<file path="src/rtl/uart_bus_master_if.sv">
// Word bus shared with the CPU: valid/ready handshake, address, data and strobes.
interface uart_bus_master_if;
  localparam int unsigned ADDR_W = 32;
  localparam int unsigned DATA_W = 32;
  localparam int unsigned STRB_W = 4;

  logic              mem_valid;
  logic              mem_instr;
  logic              mem_ready;
  logic [ADDR_W-1:0] mem_addr;
  logic [DATA_W-1:0] mem_wdata;
  logic [STRB_W-1:0] mem_wstrb;
  logic [DATA_W-1:0] mem_rdata;

  modport master (
    output mem_valid, mem_instr, mem_addr, mem_wdata, mem_wstrb,
    input  mem_ready, mem_rdata
  );

  modport slave (
    input  mem_valid, mem_instr, mem_addr, mem_wdata, mem_wstrb,
    output mem_ready, mem_rdata
  );
endinterface

</file>
<file path="src/rtl/uart_bus_master.sv">
// UART command decoder that issues single-word reads/writes on the CPU bus
// and answers with an ACK, NAK or the four read-data bytes.
module uart_bus_master #(
  parameter int unsigned TIMEOUT_CYCLES = 32'd2500000
) (
  input  logic       clk,
  input  logic       reset_n,
  input  logic       received,
  input  logic [7:0] rx_byte,
  output logic       transmit,
  output logic [7:0] tx_byte,
  input  logic       is_transmitting,
  output logic       busy,
  uart_bus_master_if.master bus
);

  localparam int unsigned WORD_W = 32;
  localparam int unsigned TMO_W  = 32;
  localparam logic [7:0]  OP_WRITE = 8'h57;
  localparam logic [7:0]  OP_READ  = 8'h52;
  localparam logic [7:0]  RSP_ACK  = 8'h06;
  localparam logic [7:0]  RSP_NAK  = 8'h15;

  typedef enum logic [2:0] {S_IDLE, S_ADDR, S_DATA, S_BUS, S_RESP} state_e;

  state_e             state_q, state_d;
  logic               is_write_q, is_write_d;
  logic [1:0]         cnt_q, cnt_d;
  logic [TMO_W-1:0]   tmo_q, tmo_d;
  logic [WORD_W-1:0]  addr_q, addr_d;
  logic [WORD_W-1:0]  wdata_q, wdata_d;
  logic [WORD_W-1:0]  resp_q, resp_d;
  logic [1:0]         resp_idx_q, resp_idx_d;
  logic [1:0]         resp_last_q, resp_last_d;
  logic               resp_done_q, resp_done_d;
  logic               guard_q, guard_d;
  logic               transmit_q, transmit_d;
  logic [7:0]         tx_byte_q, tx_byte_d;
  logic               mem_valid_q, mem_valid_d;
  logic [3:0]         mem_wstrb_q, mem_wstrb_d;
  logic               busy_q, busy_d;
  logic               tmo_hit_c;

  assign tmo_hit_c = (tmo_q == TMO_W'(TIMEOUT_CYCLES - 32'd1));

  // State register; reset abandons any in-flight bus cycle.
  always_ff @(posedge clk or negedge reset_n) begin
    if (!reset_n) state_q <= S_IDLE;
    else          state_q <= state_d;
  end

  // Next-state: byte-driven collection, bus handshake, response drain.
  always_comb begin
    state_d = state_q;
    unique case (state_q)
      S_IDLE: begin
        if (received) begin
          if (rx_byte == OP_WRITE || rx_byte == OP_READ) state_d = S_ADDR;
          else                                           state_d = S_RESP;
        end
      end
      S_ADDR: begin
        if (received) begin
          if (cnt_q == 2'd3) state_d = is_write_q ? S_DATA : S_BUS;
        end else if (tmo_hit_c) begin
          state_d = S_IDLE;
        end
      end
      S_DATA: begin
        if (received) begin
          if (cnt_q == 2'd3) state_d = S_BUS;
        end else if (tmo_hit_c) begin
          state_d = S_IDLE;
        end
      end
      S_BUS:  if (bus.mem_ready) state_d = S_RESP;
      S_RESP: if (resp_done_q)   state_d = S_IDLE;
      default: state_d = S_IDLE;
    endcase
  end

  // Datapath and registered outputs, derived from the current and next state.
  always_comb begin
    is_write_d  = is_write_q;
    cnt_d       = cnt_q;
    tmo_d       = '0;
    addr_d      = addr_q;
    wdata_d     = wdata_q;
    resp_d      = resp_q;
    resp_idx_d  = resp_idx_q;
    resp_last_d = resp_last_q;
    resp_done_d = resp_done_q;
    guard_d     = 1'b0;
    transmit_d  = 1'b0;
    tx_byte_d   = tx_byte_q;
    unique case (state_q)
      S_IDLE: begin
        if (received) begin
          is_write_d  = (rx_byte == OP_WRITE);
          cnt_d       = 2'd0;
          resp_d      = WORD_W'(RSP_NAK);
          resp_idx_d  = 2'd0;
          resp_last_d = 2'd0;
          resp_done_d = 1'b0;
        end
      end
      S_ADDR: begin
        if (received) begin
          addr_d[{cnt_q, 3'b000} +: 8] = rx_byte;
          addr_d[1:0] = 2'b00;
          cnt_d = cnt_q + 2'd1;
        end else begin
          tmo_d = tmo_q + TMO_W'(1);
        end
      end
      S_DATA: begin
        if (received) begin
          wdata_d[{cnt_q, 3'b000} +: 8] = rx_byte;
          cnt_d = cnt_q + 2'd1;
        end else begin
          tmo_d = tmo_q + TMO_W'(1);
        end
      end
      S_BUS: begin
        if (bus.mem_ready) begin
          resp_d      = is_write_q ? WORD_W'(RSP_ACK) : bus.mem_rdata;
          resp_idx_d  = 2'd0;
          resp_last_d = is_write_q ? 2'd0 : 2'd3;
          resp_done_d = 1'b0;
        end
      end
      S_RESP: begin
        // Guard masks is_transmitting in the pulse cycle, before the UART reacts.
        if (!resp_done_q && !guard_q && !is_transmitting) begin
          transmit_d = 1'b1;
          guard_d    = 1'b1;
          tx_byte_d  = resp_q[{resp_idx_q, 3'b000} +: 8];
          resp_idx_d = resp_idx_q + 2'd1;
          if (resp_idx_q == resp_last_q) resp_done_d = 1'b1;
        end
      end
      default: ;
    endcase
    mem_valid_d = (state_d == S_BUS);
    mem_wstrb_d = (state_d == S_BUS && is_write_q) ? 4'b1111 : 4'b0000;
    busy_d      = (state_d != S_IDLE);
  end

  // Datapath and output registers.
  always_ff @(posedge clk or negedge reset_n) begin
    if (!reset_n) begin
      is_write_q  <= 1'b0;
      cnt_q       <= '0;
      tmo_q       <= '0;
      addr_q      <= '0;
      wdata_q     <= '0;
      resp_q      <= '0;
      resp_idx_q  <= '0;
      resp_last_q <= '0;
      resp_done_q <= 1'b0;
      guard_q     <= 1'b0;
      transmit_q  <= 1'b0;
      tx_byte_q   <= '0;
      mem_valid_q <= 1'b0;
      mem_wstrb_q <= '0;
      busy_q      <= 1'b0;
    end else begin
      is_write_q  <= is_write_d;
      cnt_q       <= cnt_d;
      tmo_q       <= tmo_d;
      addr_q      <= addr_d;
      wdata_q     <= wdata_d;
      resp_q      <= resp_d;
      resp_idx_q  <= resp_idx_d;
      resp_last_q <= resp_last_d;
      resp_done_q <= resp_done_d;
      guard_q     <= guard_d;
      transmit_q  <= transmit_d;
      tx_byte_q   <= tx_byte_d;
      mem_valid_q <= mem_valid_d;
      mem_wstrb_q <= mem_wstrb_d;
      busy_q      <= busy_d;
    end
  end

  assign transmit      = transmit_q;
  assign tx_byte       = tx_byte_q;
  assign busy          = busy_q;
  assign bus.mem_valid = mem_valid_q;
  assign bus.mem_instr = 1'b0;
  assign bus.mem_addr  = addr_q;
  assign bus.mem_wdata = wdata_q;
  assign bus.mem_wstrb = mem_wstrb_q;

endmodule

</file>
<file path="src/flat_wrapper.sv">
// flat-port wrapper written by rule: the top's interface ports become plain ports
module uart_bus_master_flat 
#(
  parameter int unsigned TIMEOUT_CYCLES = 32'd2500000
)
  (clk, reset_n, received, rx_byte, transmit, tx_byte, is_transmitting, busy, bus_mem_valid, bus_mem_instr, bus_mem_addr, bus_mem_wdata, bus_mem_wstrb, bus_mem_ready, bus_mem_rdata);
  uart_bus_master_if bus_i ();
  input  logic clk;
  input  logic reset_n;
  input  logic received;
  input  logic [7:0] rx_byte;
  output logic transmit;
  output logic [7:0] tx_byte;
  input  logic is_transmitting;
  output logic busy;
  output wire logic [$bits(bus_i.mem_valid)-1:0] bus_mem_valid;
  output wire logic [$bits(bus_i.mem_instr)-1:0] bus_mem_instr;
  output wire logic [$bits(bus_i.mem_addr)-1:0] bus_mem_addr;
  output wire logic [$bits(bus_i.mem_wdata)-1:0] bus_mem_wdata;
  output wire logic [$bits(bus_i.mem_wstrb)-1:0] bus_mem_wstrb;
  input wire logic [$bits(bus_i.mem_ready)-1:0] bus_mem_ready;
  input wire logic [$bits(bus_i.mem_rdata)-1:0] bus_mem_rdata;
  assign bus_mem_valid = bus_i.mem_valid;
  assign bus_mem_instr = bus_i.mem_instr;
  assign bus_mem_addr = bus_i.mem_addr;
  assign bus_mem_wdata = bus_i.mem_wdata;
  assign bus_mem_wstrb = bus_i.mem_wstrb;
  assign bus_i.mem_ready = bus_mem_ready;
  assign bus_i.mem_rdata = bus_mem_rdata;
  uart_bus_master #(.TIMEOUT_CYCLES(TIMEOUT_CYCLES)) u_core (.clk(clk), .reset_n(reset_n), .received(received), .rx_byte(rx_byte), .transmit(transmit), .tx_byte(tx_byte), .is_transmitting(is_transmitting), .busy(busy), .bus(bus_i));
endmodule
</file>
<file path="config.mk">
export PLATFORM = sky130hd
export DESIGN_NAME = uart_bus_master_flat
export DESIGN_NICKNAME = d
export VERILOG_FILES = /design/src/rtl/uart_bus_master_if.sv /design/src/rtl/uart_bus_master.sv /design/src/flat_wrapper.sv
export SDC_FILE = /design/constraint.sdc
export NUM_CORES = 1
export LEC_CHECK = 0
export CORE_MARGIN = 4
export CORE_UTILIZATION = 40
export CTS_BUF_LIST = sky130_fd_sc_hd__clkbuf_8
export DETAILED_ROUTE_END_ITERATION = 16
export DONT_BUFFER_PORTS = 1
export GPL_ROUTABILITY_DRIVEN = 0
export PLACE_DENSITY = 0.58
export SLEW_MARGIN = 20
export SYNTH_ARGS = -nofsm -noshare
export SYNTH_HDL_FRONTEND = slang
export SYNTH_SLANG_ARGS = --single-unit
</file>
<file path="constraint.sdc">
create_clock -name clk -period 5.2 [get_ports clk]
set_clock_uncertainty 0.05 [all_clocks]
set_input_delay 1.04 -clock clk [delete_from_list [all_inputs] [get_ports clk]]
set_output_delay 1.04 -clock clk [all_outputs]
set_load 0.005 [all_outputs]
</file>
Word level (Yosys, flattened, before mapping):

Cells that the tools add are included.

* $add $sub $neg: 4
* eq/ne operators: 15
* shifts and indexed selects: 3
* mux-type cells: 36
* reductions and logical operators: 21

Operator list (count)
* $mux W32: 5
* $bwmux W32: 2
* $pmux W32 S2: 1
* $add A32 B1 Y32 const B: 1
* $eq A32 B22 Y1 const B: 1
* $shift A8 B7 Y32 const A: 1
* $shiftx A32 B6 Y8: 1
* $shiftx A8 B7 Y32: 1
* $mux W3: 9
* $eq A8 B7 Y1 const B: 2
* $pmux W3 S5: 1
* $mux W2: 6
* $eq A3 B2 Y1 const B: 3
* $pmux W2 S2: 2
* $reduce_and A2 Y1: 4
* $mux W1: 7
* $neg A5 Y7: 1
* $ne A2 B1 Y1 const B: 3
* $pmux W2 S3: 1
* $reduce_and A3 Y1: 2
* $reduce_bool A3 Y1: 2
* $reduce_and A5 Y1: 1
* $add A2 B1 Y2 const B: 2
* $mux W4: 1
* 13 further kinds: 19

* register bits: 152
* input bits: 45
* output and inout bits: 80
* logic and storage cells: 94

Logic depth before layout (Yosys ltp):

* depth after elaboration: 8
* depth in mapped cells: 7
* depth with buffers taken out: 6

Worst setup path before layout:

No wires, ideal clock.

* kind: input -> register
* start: input rx_byte[3]
* end: register u_core.busy_q, in the netlist u_core.busy
* library setup time: 131 ps
* data arrival time: 2131 ps
* data required time: 5019 ps
* path slack: 2888 ps
* cell stages on the path: 5
* path buffers: 0
* cells stage by stage: and4bb_2 -> and3_4 -> a221oi_2 -> o22ai_2 -> or3_1

* word-level cells in the longest chain between the ends: 6
* elaborated cells between the ends (all ways): 7
* those cells by class: eq/ne: 2; mux: 3; reduce/logical: 2

RTL lines
* start, declared: line flat_wrapper.sv:11 `input logic [7:0] rx_byte;`
* $eq A8 B7 Y1: line uart_bus_master.sv:58 `if (rx_byte == OP_WRITE || rx_byte == OP_READ) state_d = S_ADDR;`
* $logic_or A1 B1 Y1 *: line uart_bus_master.sv:58
* $mux W3 *: line uart_bus_master.sv:58
* $mux W3 *: line uart_bus_master.sv:57 `if (received) begin`
* $pmux W3 S5 *: line uart_bus_master.sv:55 `unique case (state_q)`
* via u_core.state_d[0]: line uart_bus_master.sv:26 `state_e state_q, state_d;`
* $reduce_bool A3 Y1 *: line uart_bus_master.sv:146 `busy_d = (state_d != S_IDLE);`
* via u_core.busy_d: line uart_bus_master.sv:41 `logic busy_q, busy_d;`
* end signal, assigned: line uart_bus_master.sv:182 `busy_q <= busy_d;`
* end, declared: line uart_bus_master.sv:41

The timed path passes the listed nets; every way through them passes the cells marked *.
A chain may end at the register's enable or synchronous reset.

Final worst setup path:

* start: register u_core.cnt_q[0]
* end: register u_core.wdata_q[10], in the netlist u_core.bus.mem_wdata[10]

* word-level cells in the longest chain between the ends: 3
* elaborated cells between the ends (all ways): 4
* those cells by class: add/sub: 1; shift: 2; mux: 1

RTL lines
* start, declared: line uart_bus_master.sv:28 `logic [1:0] cnt_q, cnt_d;`
* start signal, assigned: line uart_bus_master.sv:169 `cnt_q <= cnt_d;`
* $neg A5 Y7 *: line uart_bus_master.sv:118 `wdata_d[{cnt_q, 3'b000} +: 8] = rx_byte;`
* $shiftx A8 B7 Y32 or $shift A8 B7 Y32 (tied branches): line uart_bus_master.sv:118
* $bwmux W32 *: line uart_bus_master.sv:118
* end signal, assigned: line uart_bus_master.sv:172 `wdata_q <= wdata_d;`
* end, declared: line uart_bus_master.sv:31 `logic [WORD_W-1:0] wdata_q, wdata_d;`

Mark *: on every way between the ends. The rest lies on a longest branch, timed or not.

==> out/results.ini <==
[detailed_routing]
post-route-drc-count = 0
drt_pass1_iterations = 4
wirelength_um = 14980
drt_iter0_drc = 274
routed_via_density = 5.240
vias = 4622
routedWlPerCell_um = 16.98
ant_nets = 0

[placement]
pre_cts_slack_ns = 2.597
dpl.hpwl_um = 10310
postPlaceCellArea_um2 = 6758
io_buffer_count = 0

[yosys]
synth-seq-area-share = 0.5591
synthArstFlopShare = 1.000
synth_top_area_cell = dfrtp_1
synth_cell_type_count = 52
synth_top_area_share = 0.5591
syn_inst = 663
syn_area_per_cell_um2 = 9.991
ys_warn_count = 0
synth_area_leaders = dfrtp_1, nand2_1, o21ai_0, nand3_1, xor2_1
synth-seq-cells = 148
synth_edf_count = 0
syn_area_um2 = 6624
ys.flop_type = dfrtp_1

[sta]
setup_ws_ns = 2.869
period_share = 0.4482
fin_crit_ns = 2.331
final_max_slew_viol_count = 0
rsz0062_at_grt = false
setup_viol = 0
finalHoldViolCount = 0
tightestPinTransition_ns = 0.9253
fmax_mhz = 429.0
timing.slew.headroom = 0.3784
finalSetupTns_ns = 0

[setup_path]
path_max_fanout = 8
slowest_delay_ns = 0.70
crit_required_ns = 5.50
start_kind = flip-flop
reg2reg_slack_ns = 2.87
cp_top_family = simple AND/OR/NAND/NOR gates
worstReg2RegEnd = u_core.bus.mem_wdata[10]
crit-reg2reg-launch = u_core.cnt_q[0]
critPathArrivalTime_ns = 2.63
end_kind = flip-flop
path_buf_inv = 1
crit_type = flip-flop to flip-flop
cp_slowest_cell = nor3b_1
rr_worst_depth = 5
timing.critical_path.cells = inv_1 > ha_1 > nor3b_1 > nand2_1 > o21ai_0

[clock_tree]
cts-root-buf = clkbuf_8
cts_made_buffers = 17
postCtsHoldBufs = 0
cts_buffer_depth = 2
cts_tree = built
clk_latency_ns = 0.44
cts.sinks = 148
cts_setup_buffers = 0
htreeDepth = 4
path_clk_slew_ns = 0.08
cts.repair.resized = 0

[grt]
grt_pass1_wl_um = 24580
grt-busiest-layer = met2
grt_start_max_net_pins = 149
grtUsageMet3 = 0.06434
antenna_found_initial = 0
grt-ovfl-total = 0
gr-usage-met2 = 0.2623
met1_usage = 0.2177
grt_pass1_vias = 4546
grt_usage = 0.1682

[floorplanning]
rows = 46
die_h_um = 136.7
die_w_um = 136.7
pin_count = 125
die_area_um2 = 18680
initial_core_util = 0.4125
core_um2 = 16060

[cells_and_area]
fin_nets = 705
antennaDiodeCount = 0
fin_util = 0.4467
final_area_um2 = 7173
drive_above_1_share = 0.1036
fill_cells = 1548
mostFrequentLayoutCell = nand2_1
areaGrowthSynthToFinish_pct = 8.292
final_cell_mix = nand2_1, dfrtp_1, o21ai_0

[worst_hold_path]
min_path_type = input pin to async pin

[power]
irDropWorstVdd_mv = 0.1569
pwr_density_cell_nw_per_um2 = 330.5
power_mw = 2.371
leakage_nw = 3.219

[flow_run]
drv_cap = 0

[outcome]
status = completed

==> Yosys cell counts (5+ instances only) <==
cell	number
nand2_1	177
dfrtp_1	148
o21ai_0	71
nor2_1	47
nand3_1	42
xor2_1	23
buf_2	14
nand4_1	14
clkbuf_1	11
mux2_2	9
a21oi_1	8
mux4_2	8
ha_1	7
xnor2_1	7
buf_4	6
nand2b_1	6
nor3_1	6
and3_1	5
==> power breakdown <==
part	leakage [nW]	internal, mW	switching (mW)
sequential	2.04	1.19	0.0724
clock	0.221	0.491	0.422
combinational	0.962	0.0964	0.103
==> worst register-to-register path: cells and delay by family (launching register included) <==
| kind | cells | cell delay (ns) |
|---|---|---|
| AOI/OAI and AO/OA | 1 | 0.23 |
| adders and majority gates | 1 | 0.40 |
| DFF | 1 | 0.48 |
| and+or+nand+nor | 2 | 0.90 |
| buffers and inverters | 1 | 0.17 |
==> state kept, by name (all words and copies together) (netlist names) <==
register              count
u_core.resp_idx_q         2
u_core.is_write_q         1
u_core.guard_q            1
u_core.state_q            3
u_core.tmo_q             32
u_core.bus.mem_valid      1
u_core.tx_byte            8
u_core.resp_done_q        1
u_core.bus.mem_wstrb      1
u_core.bus.mem_wdata     32
u_core.resp_q            32
u_core.busy               1
u_core.cnt_q              2
u_core.bus.mem_addr      30
u_core.resp_last_q        1
==> area by class of cell <==
cell class | count | area (um^2) | area share
Multi-Input combinational cell | 481 | 2774 | 0.3867
Inverter | 4 | 15.01 | 0.002093
Tap cell | 216 | 270.3 | 0.03768
Clock buffer | 19 | 261.5 | 0.03646
Timing Repair Buffer | 1 | 7.507 | 0.001047
Clock inverter | 13 | 141.4 | 0.01971
Sequential cell | 148 | 3704 | 0.5163
==> per-layer routing <==
metal  routed length, um  part of all wire  up-vias
met5                   0                 0        -
met1                6480              0.43     2250
met3                1409             0.094       14
li1                    -                 -     2228
met4                 161             0.011        0
met2                6926              0.46      130
==> kinds of logic (layout without fill, tap and decap cells) <==
family,after synthesis,after routing,synth area share
and+or+nand+nor,334,334,0.2391
other,1,3,0.0005661
buffers and inverters,36,37,0.02644
muxes,17,17,0.04250
AOI/OAI and AO/OA,89,89,0.07688
adders and majority gates,7,7,0.01322
xor gates and xnor gates,31,31,0.04212
DFF,148,148,0.5591
==> metrics by stage <==
step / hold slack, ns / std cells
3_5_place_dp: 0.4033 / 850
4_1_cts: 0.2007 / 882
5_1_grt: 0.1936 / 882
3_3_place_gp: 0.3962 / 850
6_report: 0.2343 / 882
2_1_floorplan: 0.3834 / 665
==> worst max-delay path by stage <==
stage                          endpoint       startpoint  slack [ns]  cells after the start
5_1_grt          u_core.bus.mem_addr[4]  u_core.cnt_q[0]        2.60                      5
3_3_place_gp           u_core.resp_q[8]         received        2.63                      5
2_1_floorplan               u_core.busy       rx_byte[3]        2.89                      5
4_1_cts        u_core.bus.mem_wdata[23]  u_core.cnt_q[0]        2.83                      5
3_5_place_dp           u_core.resp_q[8]         received        2.60                      5
6_report       u_core.bus.mem_wdata[10]  u_core.cnt_q[0]        2.87                      5
Power figures use the tool's default switching activity.
